### src/rtl/uart_pkg.sv
// Shared UART definitions: FSM states, 8N1 frame constants and bit-period helper.
// Used by both the transmit and receive paths.
package uart_pkg;

   typedef enum logic [1:0] {
      IDLE,
      START,
      DATA,
      STOP
   } uart_state_e;

   localparam int unsigned DATA_BITS = 8;
   localparam int unsigned STOP_BITS = 1;

   function automatic int unsigned calc_clks_per_bit(input int unsigned clk_hz,
                                                     input int unsigned baud);
      return clk_hz / baud;
   endfunction

endpackage

### src/rtl/uart_tx_if.sv
// CPU-side push/status port of the UART transmitter.
interface uart_tx_if;

   logic       wr_en;
   logic [7:0] wr_data;
   logic       full;
   logic       busy;
   logic       overflow;

   modport master (
      output wr_en,
      output wr_data,
      input  full,
      input  busy,
      input  overflow
   );

   modport slave (
      input  wr_en,
      input  wr_data,
      output full,
      output busy,
      output overflow
   );

endinterface

### src/rtl/uart_tx_fifo.sv
// Synchronous DEPTH x 8 first-word-fall-through FIFO feeding the transmitter.
// A push while full is dropped and flagged by a one-cycle overflow pulse.
module uart_tx_fifo #(
   parameter int unsigned DEPTH = 4
) (
   input  logic       clk,
   input  logic       reset,
   input  logic       push,
   input  logic       pop,
   input  logic [7:0] din,
   output logic [7:0] dout,
   output logic       full,
   output logic       empty,
   output logic       overflow
);

   localparam int unsigned PW   = $clog2(DEPTH);
   localparam int unsigned CNTW = PW + 1;

   logic [7:0]      mem [DEPTH];
   logic [PW-1:0]   wr_ptr;
   logic [PW-1:0]   rd_ptr;
   logic [CNTW-1:0] count;
   logic [CNTW-1:0] count_n;
   logic            push_ok;
   logic            pop_ok;

   // Rejection looks at the registered full flag, so a same-cycle pop never rescues a push.
   assign push_ok = push & ~full;
   assign pop_ok  = pop & ~empty;
   assign dout    = mem[rd_ptr];

   always_comb begin
      count_n = count;
      case ({push_ok, pop_ok})
         2'b10:   count_n = count + 1'b1;
         2'b01:   count_n = count - 1'b1;
         default: count_n = count;
      endcase
   end

   always_ff @(posedge clk) begin
      if (push_ok) begin
         mem[wr_ptr] <= din;
      end
   end

   always_ff @(posedge clk) begin
      if (reset) begin
         wr_ptr   <= '0;
         rd_ptr   <= '0;
         count    <= '0;
         full     <= 1'b0;
         empty    <= 1'b1;
         overflow <= 1'b0;
      end else begin
         if (push_ok) begin
            wr_ptr <= wr_ptr + 1'b1;
         end
         if (pop_ok) begin
            rd_ptr <= rd_ptr + 1'b1;
         end
         count    <= count_n;
         full     <= (count_n == CNTW'(DEPTH));
         empty    <= (count_n == '0);
         overflow <= push & full;
      end
   end

endmodule

### src/rtl/uart_tx.sv
// 8N1 UART transmitter: drains an internal FIFO onto the tx line, LSB first,
// with back-to-back frames when more bytes are queued.
module uart_tx
   import uart_pkg::*;
#(
   parameter int unsigned CLK_HZ = 50_000_000,
   parameter int unsigned BAUD   = 9600,
   parameter int unsigned DEPTH  = 4
) (
   input  logic      clk,
   input  logic      reset,
   uart_tx_if.slave  bus,
   output logic      tx
);

   localparam int unsigned CLKS_PER_BIT = calc_clks_per_bit(CLK_HZ, BAUD);
   localparam int unsigned CW           = $clog2(CLKS_PER_BIT);
   localparam logic [CW-1:0] BAUD_LAST  = CW'(CLKS_PER_BIT - 1);
   localparam logic [2:0]    DATA_LAST  = 3'(DATA_BITS - 1);
   localparam logic [2:0]    STOP_LAST  = 3'(STOP_BITS - 1);

   uart_state_e   state;
   uart_state_e   state_n;
   logic [CW-1:0] baud_cnt;
   logic [CW-1:0] baud_n;
   logic [7:0]    shift;
   logic [7:0]    shift_n;
   logic [2:0]    idx;
   logic [2:0]    idx_n;
   logic          bit_end;
   logic          pop;
   logic          fifo_empty;
   logic [7:0]    fifo_dout;

   uart_tx_fifo #(
      .DEPTH (DEPTH)
   ) u_fifo (
      .clk      (clk),
      .reset    (reset),
      .push     (bus.wr_en),
      .pop      (pop),
      .din      (bus.wr_data),
      .dout     (fifo_dout),
      .full     (bus.full),
      .empty    (fifo_empty),
      .overflow (bus.overflow)
   );

   assign bit_end  = (baud_cnt == BAUD_LAST);
   assign bus.busy = (state != IDLE) | ~fifo_empty;

   always_comb begin
      state_n = state;
      baud_n  = bit_end ? '0 : baud_cnt + 1'b1;
      shift_n = shift;
      idx_n   = idx;
      pop     = 1'b0;
      case (state)
         IDLE: begin
            baud_n = '0;
            if (!fifo_empty) begin
               pop     = 1'b1;
               shift_n = fifo_dout;
               state_n = START;
            end
         end
         START: begin
            if (bit_end) begin
               idx_n   = '0;
               state_n = DATA;
            end
         end
         DATA: begin
            if (bit_end) begin
               shift_n = {1'b0, shift[7:1]};
               idx_n   = idx + 1'b1;
               if (idx == DATA_LAST) begin
                  idx_n   = '0;
                  state_n = STOP;
               end
            end
         end
         STOP: begin
            if (bit_end) begin
               idx_n = idx + 1'b1;
               if (idx == STOP_LAST) begin
                  idx_n = '0;
                  if (!fifo_empty) begin
                     pop     = 1'b1;
                     shift_n = fifo_dout;
                     state_n = START;
                  end else begin
                     state_n = IDLE;
                  end
               end
            end
         end
         default: state_n = IDLE;
      endcase
   end

   always_ff @(posedge clk) begin
      if (reset) begin
         state    <= IDLE;
         baud_cnt <= '0;
         shift    <= '0;
         idx      <= '0;
      end else begin
         state    <= state_n;
         baud_cnt <= baud_n;
         shift    <= shift_n;
         idx      <= idx_n;
      end
   end

   // Line level is registered from the current state, so tx trails the FSM by one cycle.
   always_ff @(posedge clk) begin
      if (reset) begin
         tx <= 1'b1;
      end else begin
         case (state)
            START:   tx <= 1'b0;
            DATA:    tx <= shift[0];
            default: tx <= 1'b1;
         endcase
      end
   end

endmodule
### src/flat_wrapper.sv
// flat-port wrapper written by rule: the top's interface ports become plain ports
module uart_tx_flat import uart_pkg::*;
#(
   parameter int unsigned CLK_HZ = 50_000_000,
   parameter int unsigned BAUD   = 9600,
   parameter int unsigned DEPTH  = 4
)
  (clk, reset, tx, bus_wr_en, bus_wr_data, bus_full, bus_busy, bus_overflow);
  uart_tx_if bus_i ();
  input  logic clk;
  input  logic reset;
  output logic tx;
  input wire logic [$bits(bus_i.wr_en)-1:0] bus_wr_en;
  input wire logic [$bits(bus_i.wr_data)-1:0] bus_wr_data;
  output wire logic [$bits(bus_i.full)-1:0] bus_full;
  output wire logic [$bits(bus_i.busy)-1:0] bus_busy;
  output wire logic [$bits(bus_i.overflow)-1:0] bus_overflow;
  assign bus_i.wr_en = bus_wr_en;
  assign bus_i.wr_data = bus_wr_data;
  assign bus_full = bus_i.full;
  assign bus_busy = bus_i.busy;
  assign bus_overflow = bus_i.overflow;
  uart_tx #(.CLK_HZ(CLK_HZ), .BAUD(BAUD), .DEPTH(DEPTH)) u_core (.clk(clk), .reset(reset), .bus(bus_i), .tx(tx));
endmodule
### config.mk
export PLATFORM = sky130hd
export DESIGN_NAME = uart_tx_flat
export DESIGN_NICKNAME = d
export VERILOG_FILES = /design/src/rtl/uart_pkg.sv /design/src/rtl/uart_tx_if.sv /design/src/rtl/uart_tx_fifo.sv /design/src/rtl/uart_tx.sv /design/src/flat_wrapper.sv
export SDC_FILE = /design/constraint.sdc
export NUM_CORES = 1
export LEC_CHECK = 0
export CAP_MARGIN = 20
export CORE_ASPECT_RATIO = 1.75
export CORE_MARGIN = 3
export CORE_UTILIZATION = 30
export DETAILED_ROUTE_END_ITERATION = 10
export GPL_TIMING_DRIVEN = 0
export PLACE_DENSITY = 0.53
export SLEW_MARGIN = 5
export SYNTH_ARGS = -nofsm -noshare
export SYNTH_HDL_FRONTEND = slang
export SYNTH_SLANG_ARGS = --single-unit
### constraint.sdc
create_clock -name clk -period 3.3 [get_ports clk]
set_clock_uncertainty 0.15 [all_clocks]
set_input_delay 0.825 -clock clk [delete_from_list [all_inputs] [get_ports clk]]
set_output_delay 0.825 -clock clk [all_outputs]
set_load 0.1 [all_outputs]
==> run summary <==
Status: complete, no violations
Post-synth top cells: dfxtp_1, edfxtp_1, a21oi_1, nor2_1, ha_1
# setup viols final: 0
Sequential fraction of design power: 34.9%
Total track usage: 11.1%
Pleak: 1.25 nW
MaxCap Viol Count: 0
Worst-Skew Late Latency: 330 ps
Crit path max-delay family: buffers and inverters
Die Y-Extent: 141 µm
First-pass GRT wire length: 10,300 µm
Worst path buffer plus inverter count: 3
Synthesized area: 0.00313 mm²
Crit path time final: 3140 ps
Post-synth EDFFs: 32
Synth Flop Type: dfxtp_1
Grt ovf: 0
Clk root buf: clkbuf_16
Vias in the first global route: 2,179
Syn_area_per_cell: 12.3 µm²
Final HPWL from detailed placement: 4310 µm
Largest net degree at the start of global routing: 15
Slew @ Worst Pin: 963 ps
Initial core utilization: 31.2%
Critical path's most frequent cell: inv_1
Vias: 2,011
CP required: 2320 ps
Core Util, Final: 37.4%
Fraction of layout cells with a size suffix above 1: 11.2%
NetSw: 1.10 mW
Sw frac: 33.9%
Nets: 306
Slew HR: 35.6%
Clock-pin transition on the worst setup and hold timing paths: 60 ps
DRC viols: 0
Pwr per Cell Area: 866 mW/mm²
Largest area contributor in the netlist: edfxtp_1
Per-cell routed wire length: 14.3 µm
Combinational Power Share: 32.5%
Synthesized instance count: 255
Area grow syn2layout: 20.0%
F_max: 0.318 GHz
Number of library cell types mapped by synthesis: 45
Fin. max-slew vios: 0
Ant diodes: 0
Setup CP Type: flop to primary output
Num CTS Buffers: 9
Die area: 0.0117 mm²
Slowest stage delay, CP: 850 ps
Syn nets: 281
Int Pwr: 2.15 mW
Top-count cell post-synth: dfxtp_1
RSZ-0062 raised after global routing: no
# rows: 48
Hold Vio Cnt, Final: 0
Synth warn: 0
DRT iter0 DRCs: 87
Worst path slowest cell: dlygate4sd2_1
Worst hold path class: flop to flop
Placer Congestion: 0.758
Async S/R FF share, synth: 0%
Clock Power Share: 32.6%
Register area share after synthesis: 55.7%
CTS tree: built
Chip width: 83.2 µm
CTS max path bufs: 2
Vias per inst: 4.90
Largest fanout on the critical path: 5
Clock Sinks: 71
Final period utilization: 95.3%
Share of the synthesized area in the top cell type: 30.7%
Startpoint Class: flop
Worst VDD drop: 0.000310 V
Overall power: 3.25 mW
Core area: 0.0100 mm²
I/O pin cnt: 15
Detailed-route wire length: 5880 µm
Antenna viol nets, final: 0
Critical path endpoint category: primary output
Port bufs: 14
TritonRoute pass-1 iters: 4
Post-CTS Hold Buffers: 0
Setup TNS: 0 ps
Arr. time, crit path: 2170 ps
H-tree depth: 3
Antenna violations before repair: 0
Seq cells post-synth: 71
Area contributors post-synth: edfxtp_1, dfxtp_1, mux4_2
CP Cell Sequence: inv_1 > ha_1 > and2_1 > inv_1 > dlygate4sd2_1
per-layer routing:
| layer | wire (µm) | global-route usage, % | vias up |
|---|---|---|---|
| li1 | - | - | 1008 |
| met1 | 2320 | 10.8 | 966 |
| met2 | 3240 | 20.9 | 22 |
| met3 | 147 | 2.51 | 15 |
| met4 | 175 | 6.98 | 0 |
| met5 | 0 | 0 | - |
timing repair:
item	CTS	global route
buffers inserted	0	0
resized for setup	1	2
setup endpoints to repair	1	1
pin swaps	0	0
worst reg2reg max path, stage by stage (launching register included):
cell,delay [ps]
dfxtp_1,330
ha_1,260
and4b_1,280
a41oi_2,320
nor3_1,100
ha_1,230
fa_1,390
xnor2_1,150
or3_1,300
a21oi_1,230
nor2b_1,150
worst paths after layout:
check | cells after the start | slack [ps] | to | startpoint
worst max-delay path | 5 | 160 | bus_busy | u_core.state[0]
worst max register to register | 10 | 360 | u_core.u_fifo.full | u_core.baud_cnt[0]
worst min register to register | 1 | 310 | u_core.baud_cnt[0] | u_core.baud_cnt[0]
worst min-delay path | 1 | 310 | u_core.baud_cnt[0] | u_core.baud_cnt[0]
sequential cells by signal, indices dropped and copies added, names as in the netlist, 2 cells and up, named ones only:
name and cells:
u_core.u_fifo.rd_ptr 2, u_core.idx 3, u_core.state 2, u_core.shift 8, u_core.baud_cnt 13, u_core.u_fifo.mem 32, u_core.u_fifo.wr_ptr 2, u_core.u_fifo.count 3
power groups by stage:
stage               Combinational, mW  Clock (mW)  Sequential (mW)
floorplan                       0.788           0             1.19
global placement                 1.07           0             1.15
detailed placement               1.08           0             1.16
CTS                              1.08        1.09             1.14
global route                     1.18        1.12             1.15
finish                           1.06        1.06             1.13
placed cells by master, fill, tap and decap left out, types with 2 or more instances in the layout:
cell type / instances
o21ai_0: 9
mux4_2: 8
xor2_1: 3
clkbuf_1: 6
mux2i_1: 10
inv_6: 3
a21oi_1: 23
and2_1: 5
clkbuf_16: 9
edfxtp_1: 32
nand4_1: 2
nand2_1: 9
nor2_1: 19
nor3_1: 5
clkdlybuf4s50_1: 13
or4b_1: 2
inv_1: 11
dfxtp_1: 39
xnor2_1: 9
or4_1: 2
nor3b_1: 2
nand3_1: 4
or3_1: 4
nor2b_1: 4
nor4_1: 4
ha_1: 14
a311oi_1: 7
bufinv_16: 2
area by class of cell:
class | count | area (µm²)
Clock inverter | 7 | 103
Clock buffer | 9 | 225
Buffer | 10 | 43.8
Sequential cell | 71 | 1740
Timing Repair Buffer | 14 | 139
Tap cell | 125 | 156
Inverter | 11 | 41.3
Multi-Input combinational cell | 163 | 1300
Fill cell | 954 | 6280
through the flow:
stage / hold slack [ps] / setup slack (ps) / cells / instance area [µm²]
2_1_floorplan: 280 / 526 / 255 / 3130
3_3_place_gp: 300 / -171 / 394 / 3420
3_5_place_dp: 302 / -199 / 394 / 3420
4_1_cts: 316 / 116 / 410 / 3750
5_1_grt: 320 / 20.8 / 410 / 3750
6_report: 312 / 155 / 410 / 3750
logic make-up (layout without fill, tap and decap cells):
logic type	after synthesis	in the layout	synth area share, %
AOI/OAI and AO/OA	48	48	10.2
xor gates and xnor gates	12	12	3.36
adders and majority gates	15	15	6.24
buffers and inverters	21	51	2.68
DFF	71	71	55.7
muxes	18	18	8.96
and+or+nand+nor	70	70	12.9
No activity file was read; power rests on OpenSTA's default activity.
